### src/rtl/cgra_config_receiver.sv
// Tile-side config bus receiver: filters writes addressed to this tile, buffers them
// in a small FIFO drained over valid/ready, and flags completion after a bus idle run.
module cgra_config_receiver #(
    parameter logic [15:0] TILE_ID          = 16'h0015,
    parameter int          FIFO_DEPTH       = 4,
    parameter int          IDLE_DONE_CYCLES = 4
) (
    input  logic        clk_in,
    input  logic        reset_in,
    input  logic [31:0] config_addr_in,
    input  logic [31:0] config_data_in,
    output logic        cfg_valid_out,
    input  logic        cfg_ready_in,
    output logic [7:0]  cfg_feature_out,
    output logic [7:0]  cfg_reg_out,
    output logic [31:0] cfg_data_out,
    output logic        config_done_out,
    output logic        overflow_out,
    output logic [15:0] write_count_out
);

    localparam int AW = $clog2(FIFO_DEPTH);
    localparam int PW = AW + 1;
    localparam int IW = $clog2(IDLE_DONE_CYCLES + 1);

    typedef enum logic [1:0] {
        ST_IDLE = 2'd0,
        ST_LOAD = 2'd1,
        ST_DONE = 2'd2
    } state_t;

    // Entry layout: {register id, feature id, data}
    logic [47:0]   mem_r [FIFO_DEPTH];
    logic [PW-1:0] wr_ptr_r;
    logic [PW-1:0] rd_ptr_r;
    state_t        state_r;
    logic [IW-1:0] idle_cnt_r;

    logic          addr_zero_s;
    logic          match_s;
    logic          pop_s;
    logic          push_s;
    logic          full_s;
    logic [PW-1:0] count_s;
    logic [PW-1:0] wr_ptr_nxt_s;
    logic [PW-1:0] rd_ptr_nxt_s;
    logic [PW-1:0] count_nxt_s;
    logic [AW-1:0] rd_idx_nxt_s;
    logic [47:0]   new_entry_s;
    logic [47:0]   head_nxt_s;
    logic [IW-1:0] idle_inc_s;

    // FIFO next-state and next head entry, with bypass when the head is written this edge.
    always_comb begin
        addr_zero_s  = (config_addr_in == 32'h0000_0000);
        match_s      = !addr_zero_s && (config_addr_in[15:0] == TILE_ID);
        pop_s        = cfg_valid_out && cfg_ready_in;
        count_s      = wr_ptr_r - rd_ptr_r;
        full_s       = (count_s == PW'(FIFO_DEPTH));
        push_s       = match_s && (!full_s || pop_s);
        wr_ptr_nxt_s = wr_ptr_r + {{(PW-1){1'b0}}, push_s};
        rd_ptr_nxt_s = rd_ptr_r + {{(PW-1){1'b0}}, pop_s};
        count_nxt_s  = wr_ptr_nxt_s - rd_ptr_nxt_s;
        rd_idx_nxt_s = rd_ptr_nxt_s[AW-1:0];
        new_entry_s  = {config_addr_in[31:16], config_data_in};
        if (push_s && (rd_idx_nxt_s == wr_ptr_r[AW-1:0])) begin
            head_nxt_s = new_entry_s;
        end else begin
            head_nxt_s = mem_r[rd_idx_nxt_s];
        end
        if (idle_cnt_r == IW'(IDLE_DONE_CYCLES)) begin
            idle_inc_s = idle_cnt_r;
        end else begin
            idle_inc_s = idle_cnt_r + {{(IW-1){1'b0}}, 1'b1};
        end
    end

    // FIFO storage, pointers, registered head outputs and sticky status.
    always_ff @(posedge clk_in or negedge reset_in) begin
        if (!reset_in) begin
            for (int i = 0; i < FIFO_DEPTH; i++) begin
                mem_r[i] <= 48'h0;
            end
            wr_ptr_r        <= {PW{1'b0}};
            rd_ptr_r        <= {PW{1'b0}};
            cfg_valid_out   <= 1'b0;
            cfg_feature_out <= 8'h00;
            cfg_reg_out     <= 8'h00;
            cfg_data_out    <= 32'h0000_0000;
            overflow_out    <= 1'b0;
            write_count_out <= 16'h0000;
        end else begin
            if (push_s) begin
                mem_r[wr_ptr_r[AW-1:0]] <= new_entry_s;
            end
            wr_ptr_r        <= wr_ptr_nxt_s;
            rd_ptr_r        <= rd_ptr_nxt_s;
            cfg_valid_out   <= (count_nxt_s != {PW{1'b0}});
            cfg_reg_out     <= head_nxt_s[47:40];
            cfg_feature_out <= head_nxt_s[39:32];
            cfg_data_out    <= head_nxt_s[31:0];
            if (match_s && !push_s) begin
                overflow_out <= 1'b1;
            end
            if (push_s && (write_count_out != 16'hFFFF)) begin
                write_count_out <= write_count_out + 16'h0001;
            end
        end
    end

    // Configuration-phase FSM; done is asserted together with entry into DONE.
    always_ff @(posedge clk_in or negedge reset_in) begin
        if (!reset_in) begin
            state_r         <= ST_IDLE;
            idle_cnt_r      <= {IW{1'b0}};
            config_done_out <= 1'b0;
        end else begin
            case (state_r)
                ST_IDLE: begin
                    idle_cnt_r <= {IW{1'b0}};
                    if (!addr_zero_s) begin
                        state_r <= ST_LOAD;
                    end
                end
                ST_LOAD: begin
                    if (addr_zero_s) begin
                        idle_cnt_r <= idle_inc_s;
                        if ((idle_inc_s == IW'(IDLE_DONE_CYCLES)) &&
                            (count_nxt_s == {PW{1'b0}})) begin
                            state_r         <= ST_DONE;
                            config_done_out <= 1'b1;
                        end
                    end else begin
                        idle_cnt_r <= {IW{1'b0}};
                    end
                end
                ST_DONE: begin
                    if (!addr_zero_s) begin
                        state_r         <= ST_LOAD;
                        idle_cnt_r      <= {IW{1'b0}};
                        config_done_out <= 1'b0;
                    end
                end
                default: begin
                    state_r         <= ST_IDLE;
                    idle_cnt_r      <= {IW{1'b0}};
                    config_done_out <= 1'b0;
                end
            endcase
        end
    end

endmodule

### config.mk
export PLATFORM = sky130hd
export DESIGN_NAME = cgra_config_receiver
export DESIGN_NICKNAME = d
export VERILOG_FILES = /design/src/rtl/cgra_config_receiver.sv
export SDC_FILE = /design/constraint.sdc
export NUM_CORES = 1
export LEC_CHECK = 0
export CAP_MARGIN = 10
export CORE_MARGIN = 2
export CORE_UTILIZATION = 40
export DETAILED_ROUTE_END_ITERATION = 8
export SYNTH_ARGS = -nofsm -noshare
export SYNTH_HDL_FRONTEND = slang
export SYNTH_SLANG_ARGS = --single-unit
### constraint.sdc
create_clock -name clk_in -period 4.3 [get_ports clk_in]
set_input_delay 0.86 -clock clk_in [delete_from_list [all_inputs] [get_ports clk_in]]
set_output_delay 0.86 -clock clk_in [all_outputs]
set_load 0.03 [all_outputs]
## After elaboration in Yosys (flattened, before gate mapping)

Index checks and enable logic that the tools add are counted.

| storage, ports and cells | value |
|---|---|
| flip-flop bits (word level) | 270 |
| logic and storage cells | 77 |
| input port bits | 67 |

| operators by class | value |
|---|---|
| muxes and demuxes | 19 |
| $add $sub $neg | 6 |
| reductions and logical operators | 19 |
| $lt $le $gt $ge | 3 |
| equality and inequality tests | 12 |
| bitwise logic cells | 3 |

Operators with widths:

| kind | number |
|---|---|
| bitwise mux 192 bit | 1 |
| 2-to-1 mux 48 bit | 4 |
| binary-select mux 48 bit (select 2 bit) | 1 |
| demux 48 bit (select 2 bit) | 1 |
| zero test 32 bit | 1 |
| adder 16 x 1 -> 16 bit, second input constant | 1 |
| equality test 16 x 5 -> 1 bit, second input constant | 1 |
| != test 16 bit, second input constant | 1 |
| equality test 3 bit, second input constant | 3 |
| 2-to-1 mux 3 bit | 3 |
| logical AND 1 bit | 8 |
| != test 2 bit, second input constant | 4 |
| adder 3 x 1 -> 3 bit | 2 |
| greater-or-equal comparator 3 bit, second input constant | 2 |
| 2-to-1 mux 2 bit | 3 |
| NOT 2 -> 3 bit | 2 |
| one-hot mux 3 bit (2 select lines) | 1 |
| subtractor 3 bit | 2 |
| one-hot mux 2 bit (2 select lines) | 1 |
| AND reduction 4 bit | 1 |
| adder 3 x 1 -> 3 bit, second input constant | 1 |
| zero test 1 bit | 3 |
| zero test 3 bit | 1 |
| < comparator 3 x 1 -> 1 bit, second input constant | 1 |
| 11 further kinds | 13 |

## Longest topological paths before layout

| logic depth | value |
|---|---|
| word-level depth | 12 |
| depth in mapped cells | 15 |

## Worst setup path after synthesis

Ideal clock, no wire load.

| timing | value |
|---|---|
| path type | in2reg |
| start | input config_addr_in[1] |
| end | register state_r[0] |
| required time | 4177 ps |
| path buffers | 1 |
| setup time | 123 ps |
| stages | 13 |
| setup slack | 654 ps |
| data arrival time | 3522 ps |
| path through | nor4_1 > nand4_1 > a211o_1 > inv_2 > clkbuf_1 > ha_1 > ha_1 > ha_1 > nor2b_1 > xnor3_1 > a211oi_1 > nor2b_1 > a2bb2oi_1 |

| between the ends | value |
|---|---|
| cells in the longest elaborated chain, start to end | 10 |
| elaborated cells between the ends (all ways) | 13 |
| classes of those cells | add/sub (2); eq/ne (4); reduce/logical (7) |

RTL lines:

| element | line | text |
|---|---|---|
| start: declaration | 10 | `input logic [31:0] config_addr_in,` |
| zero test 32 bit | 55 | `addr_zero_s = (config_addr_in == 32'h0000_0000);` |
| zero test 1 bit | -- |  |
| logical AND 1 bit (*) | 56 | `match_s = !addr_zero_s && (config_addr_in[15:0] == TILE_ID);` |
| logical AND 1 bit (*) | 60 | `push_s = match_s && (!full_s \|\| pop_s);` |
| adder 3 x 1 -> 3 bit (*) | 61 | `wr_ptr_nxt_s = wr_ptr_r + {{(PW-1){1'b0}}, push_s};` |
| via wr_ptr_nxt_s[1] | 45 | `logic [PW-1:0] wr_ptr_nxt_s;` |
| subtractor 3 bit (*) | 63 | `count_nxt_s = wr_ptr_nxt_s - rd_ptr_nxt_s;` |
| zero test 3 bit (*) | 129 | `(count_nxt_s == {PW{1'b0}})) begin` |
| logical AND 1 bit (*) | 128 | `if ((idle_inc_s == IW'(IDLE_DONE_CYCLES)) &&` |
| != test 2 bit (no line) (*) | -- |  |
| AND reduction 3 bit (no line) (*) | -- |  |
| end signal: assignment | 130 | `state_r <= ST_DONE;` |
| end signal: assignment | 139 | `state_r <= ST_LOAD;` |
| end signal: assignment | 145 | `state_r <= ST_IDLE;` |
| end: declaration | 36 | `state_t state_r;` |

The timed path passes the listed nets; every way through them passes the cells marked *.
A chain may end at the register's enable or synchronous reset.

## Worst setup path in the final report

| timing | value |
|---|---|
| start | input config_addr_in[3] |
| end | register config_done_out |

| between the ends | value |
|---|---|
| cells in the longest elaborated chain, start to end | 10 |
| elaborated cells between the ends (all ways) | 13 |
| classes of those cells | add/sub (2); eq/ne (4); reduce/logical (7) |

RTL lines:

| element | line | text |
|---|---|---|
| zero test 32 bit | 55 |  |
| zero test 1 bit | -- |  |
| logical AND 1 bit (*) | 56 |  |
| logical AND 1 bit (*) | 60 |  |
| adder 3 x 1 -> 3 bit (*) | 61 |  |
| via wr_ptr_nxt_s[1] | 45 |  |
| subtractor 3 bit (*) | 63 |  |
| zero test 3 bit (*) | 129 |  |
| logical AND 1 bit (*) | 128 |  |
| != test 2 bit (no line) (*) | -- |  |
| AND reduction 4 bit (no line) (*) | -- |  |
| end signal: assignment | 131 | `config_done_out <= 1'b1;` |
| end signal: assignment | 141 | `config_done_out <= 1'b0;` |
| end signal: assignment | 147 | `config_done_out <= 1'b0;` |
| end: declaration | 17 | `output logic config_done_out,` |

Marked as above.

==> impl_metrics.ini <==
[status]
outcome = finished clean

[detailed_routing]
final_antenna_net_count = 0
detail_route.drc_violations = 0
via_per_inst = 5.24
drt_wl_total_um = 26000
drt_first_pass_iters = 4
drt_first_iter_violations = 281
route.vias.total = 6685
routed_wire_length_per_instance_um = 20.4

[die]
dieArea_mm2 = 0.0310
rows = 62
core_mm2 = 0.0289
die_height_um = 176
io_pins = 134
initial_utilization_pct = 40.9
chipWidth_um = 176

[yosys]
synth-seq-area-share_pct = 57.1
synth_seq_cells = 270
synth-edff-count = 0
syn_avg_cell_area_um2 = 16.2
ys_dominant_reg_cell = sky130_fd_sc_hd__dfrtp_1
yosys.cell_types.count = 46
post_synth_inst_count = 729
yosys_warnings = 0
synth_nets = 807
netlist_area_mm2 = 0.0118
asyncSetResetFlopFracSynth_pct = 100

[power]
power.total_uw = 6300
power_leakage_uw = 0.00710
irDropWorstVdd_v = 0.000308
power_per_cell_area_mw_per_mm2 = 428

[worst_setup_path]
setup_slack_of_the_worst_register_to_register_path_ps = 990
timing.critical_path.arrival_ps = 3960
cp-start-kind = primary input
r2r_start = wr_ptr_r[1]
cp-startpoint = config_addr_in[3]
timing.rr.end = config_done_out
endpoint_kind = flop
r2r.worst_path.cells = 13
required_time_of_the_worst_setup_path_ps = 4750
timing_worst_setup_path_type = in -> reg
crit_fanout = 8

[finish]
final_cell_mix = sky130_fd_sc_hd__dfrtp_1 (270), sky130_fd_sc_hd__mux2_2 (195), sky130_fd_sc_hd__clkdlybuf4s50_1 (132), sky130_fd_sc_hd__mux4_2 (48), sky130_fd_sc_hd__mux2_4 (40)
mostFrequentLayoutCell = sky130_fd_sc_hd__dfrtp_1
nets = 945
finish.utilization_pct = 50.8
drive_above_1_share_pct = 40.3
area_growth_from_synthesis_to_final_layout_pct = 24.2
final-instance-count-excl-fill = 1275
antenna_cells_inserted = 0

[sta]
fin_crit_ps = 3500
final.period_utilization_pct = 81.5
worst_slew_margin_rel_pct = 32.8
report.final.hold_viol_count = 0
max_freq_mhz = 285
total_negative_slack_for_setup_checks_ps = 0
finalSetupViolations = 0
timing_max_transition_violations_final = 0
finalWorstSetupSlack_ps = 796
worst_clock_skew_ps = 7.89
setup_repair_after_global_routing_missed_its_margin = false
worst-slew-pin-transition_ps = 1010

[global_route]
global_route.usage.total_pct = 17.2
grt_pass1_vias = 7481
grt_antenna_before_repair = 2
grt_max_degree = 120
overflow = 0
first_pass_grt_wire_length_um = 42100

[clocking]
ctsHoldBuffers = 0
cts_root_buffer = sky130_fd_sc_hd__clkbuf_16
h-tree-depth = 1
cts.repair_timing.setup_buffer_count = 0
cts.reportedPaths.clkPinSlew_ps = 60
cts_tree = done
clock_insertion_delay_worst_skew_ps = 540
cts-buffers-inserted = 30
numClockSinks = 270
cts_resized = 0
clk_path_buf_depth = 3

[place]
globalplace.congestion = 0.766
place.detailed.instances = 1219
place_worst_setup_slack_ps = 246
dp.final_hpwl_um = 15600
buffer_ports.inserted = 133

[run]
cap_violations = 0

[min_path]
hp-class = in -> async
[flip-flops by register name (all words and copies together), names as in the netlist]
signal	count
mem_r	192
cfg_data_out	32
write_count_out	16
cfg_feature_out	8
cfg_reg_out	8
idle_cnt_r	3
rd_ptr_r	3
wr_ptr_r	3
state_r	2
cfg_valid_out	1
config_done_out	1
overflow_out	1
[stage by stage]
stage	instance area [um^2]	hold slack [ps]
after floorplan	11800	455
after global placement	13600	465
after detailed placement	13600	465
after CTS	14700	438
after global routing	14700	461
final	14700	397
[logic make-up after synthesis]
| group | Yosys count | synth area share (%) |
|---|---|---|
| buffers and inverters | 48 | 2.14 |
| and+or+nand+nor | 73 | 3.54 |
| DFF | 270 | 57.1 |
| AOI/OAI and AO/OA | 14 | 0.846 |
| xor gates and xnor gates | 24 | 1.89 |
| adders and majority gates | 11 | 1.16 |
| muxes | 289 | 33.3 |
[Yosys cell counts, drive strengths merged (9+ instances only)]
cell / count / share of area, %
inv: 9 / 0.29
mux2: 241 / 24
mux4: 48 / 9.1
clkbuf: 15 / 0.48
nand3: 14 / 0.59
xnor2: 16 / 1.2
dfrtp: 270 / 57
ha: 11 / 1.2
nand2: 9 / 0.29
buf: 24 / 1.4
[worst max-delay path: stages]
cell                              delay, ps
sky130_fd_sc_hd__clkdlybuf4s50_1        420
sky130_fd_sc_hd__nor4_1                 280
sky130_fd_sc_hd__nand4_1                210
sky130_fd_sc_hd__a211o_1                440
sky130_fd_sc_hd__inv_2                   90
sky130_fd_sc_hd__ha_1                   140
sky130_fd_sc_hd__ha_1                   240
sky130_fd_sc_hd__ha_1                   200
sky130_fd_sc_hd__nor2b_1                140
sky130_fd_sc_hd__xnor3_1                340
sky130_fd_sc_hd__a211oi_1               330
sky130_fd_sc_hd__nand2_1                100
sky130_fd_sc_hd__o221ai_1               170
[power breakdown]
part	internal, uW	switching (uW)
combinational	421	569
sequential	2560	17.2
clock	1710	1020
total	4690	1610
[area by class of cell]
cell class              instances  area, um^2
repair buffers                145        1480
clock buffers                  45         918
inverters                       9        33.8
fillers                      2336       14200
multi-input cells             411        4870
flip-flops and latches        270        6760
well taps                     384         480
clock inverters                11         165
[worst max path at each step]
stage | endpoint | slack, ps
2_1_floorplan | state_r[0] | 650
3_3_place_gp | state_r[0] | 360
3_5_place_dp | config_done_out | 250
4_1_cts | config_done_out | 820
5_1_grt | config_done_out | 520
6_report | config_done_out | 800
[metal layers]
metal | track usage (%) | wire [um]
met2 | 30.1 | 13200
met4 | 4.24 | 561
met3 | 3.29 | 1130
met1 | 22.2 | 11200
met5 | 0 | 12
No activity file was read; power rests on OpenSTA's default activity.
==> RTL change: new RTL, same flow settings <==
The parameter `IDLE_DONE_CYCLES` goes from 4 to 2.
--- a/src/rtl/cgra_config_receiver.sv
+++ b/src/rtl/cgra_config_receiver.sv
@@ -5,3 +5,3 @@
     parameter int          FIFO_DEPTH       = 4,
-    parameter int          IDLE_DONE_CYCLES = 4
+    parameter int          IDLE_DONE_CYCLES = 2
 ) (
Function: changed (a bounded check fails within 4 cycles, from zero or initial values and one cycle with reset_in low).
==> RTL change against the original RTL <==
- cell area decreased by 2.0%
- sequential power about the same
- clock skew increased by 0.0014 ns
- sequential share of layout area increased by 0.76 points
- power decreased by 4.2%
- area after synthesis decreased by 1.6%
- first-iteration DRC count decreased by 13%
- register-to-register slack got worse by 0.05 ns
- sequential cell count decreased by 1
- setup slack got worse by 0.048 ns
- routed wire length decreased by 2.0%
==> RTL change: results <==
INSERT INTO impl_metrics (metric_group, metric, value, unit) VALUES
('global_routing', 'global_route_wire_length_before_repair', '41500', 'µm'),
('power', 'combinationalPower', '0.989', 'mW'),
('power', 'power.share.switching', '25.5', '%'),
('routing', 'drt_pre_antenna_iters', '5', ''),
('placement', 'dpl.hpwl', '15500', 'µm'),
('routing', 'met3WireLength', '958', 'µm'),
('routing', 'dr_total_vias', '6601', ''),
('timing', 'fin_worst_skew', '0.00930', 'ns'),
('routing', 'drt_iter0_markers', '244', ''),
('power', 'clock_power_share', '41.0', '%'),
('critical_path', 'crit_path_top_delay_cell', 'sky130_fd_sc_hd__a211oi_1', ''),
('global_routing', 'number_of_global_route_vias_before_repair', '7557', ''),
('clock_tree', 'cts_inserted_buffers', '29', ''),
('run_status', 'outcome', 'complete, no violations', ''),
('placement', 'place.gp.congestion', '0.773', ''),
('yosys', 'synth.distinct_cells', '36', ''),
('placement', 'placed_area', '0.0134', 'mm²'),
('power', 'leakage', '6.90', 'nW'),
('routing', 'postRouteWirelength', '25500', 'µm'),
('yosys', 'post_synthesis_net_count', '797', '');
==> RTL change: cell types whose count changed after synthesis, sizes merged, moves of 5 or more <==
cell   delta
xnor2     -9
nand3     -7
nor4      +7
xor2      +6
nor3      +5
==> RTL change: path summary, 6_finish.rpt <==
check	start	to	slack [ns]	cells past startpoint
worst max-delay path	config_addr_in[15]	state_r[0]$_DFFE_PN0P_	0.75	13
worst min-delay path	reset_in	mem_r[90]$_DFFE_PN0P_	0.38	1
worst max register to register	wr_ptr_r[0]$_DFF_PN0_	state_r[0]$_DFFE_PN0P_	0.94	14
worst min register to register	mem_r[95]$_DFFE_PN0P_	mem_r[95]$_DFFE_PN0P_	0.50	1
max in group asynchronous	reset_in	mem_r[25]$_DFFE_PN0P_	2.81	2
min in group clk_in	mem_r[95]$_DFFE_PN0P_	mem_r[95]$_DFFE_PN0P_	0.50	1
==> RTL change: cells by family after synthesis <==
group | after synthesis | share of synthesized area, %
flops | 269 | 57.8
mux | 289 | 33.2
buf+inv | 51 | 2.36
compound gates | 13 | 0.741
xor+xnor | 21 | 1.70
fa+ha+maj | 10 | 1.07
simple gates | 67 | 3.14
==> RTL change: cell type report <==
cell class,count,area share (%)
clock inverter,6,0.730
sequential,269,46.7
tap,384,3.34
multi-input combinational,400,32.5
inverter,11,0.287
clock buffer,44,5.91
timing repair buffer,148,10.5
==> RTL change: critical path: cells and delay by family <==
family / cells / cell delay (ns)
AO/OA/AOI/OAI: 3 / 0.78
XOR/XNOR: 1 / 0.34
adder cells (fa/ha/maj): 3 / 0.67
buffers and inverters: 2 / 0.50
AND/OR/NAND/NOR: 4 / 0.80
==> RTL change: metrics by stage <==
step	worst slack [ns]	total power [mW]
CTS	0.748	6.14
detailed placement	0.267	3.63
global placement	0.361	3.62
floorplan	0.788	3.24
global route	0.511	6.30
finish	0.748	6.03
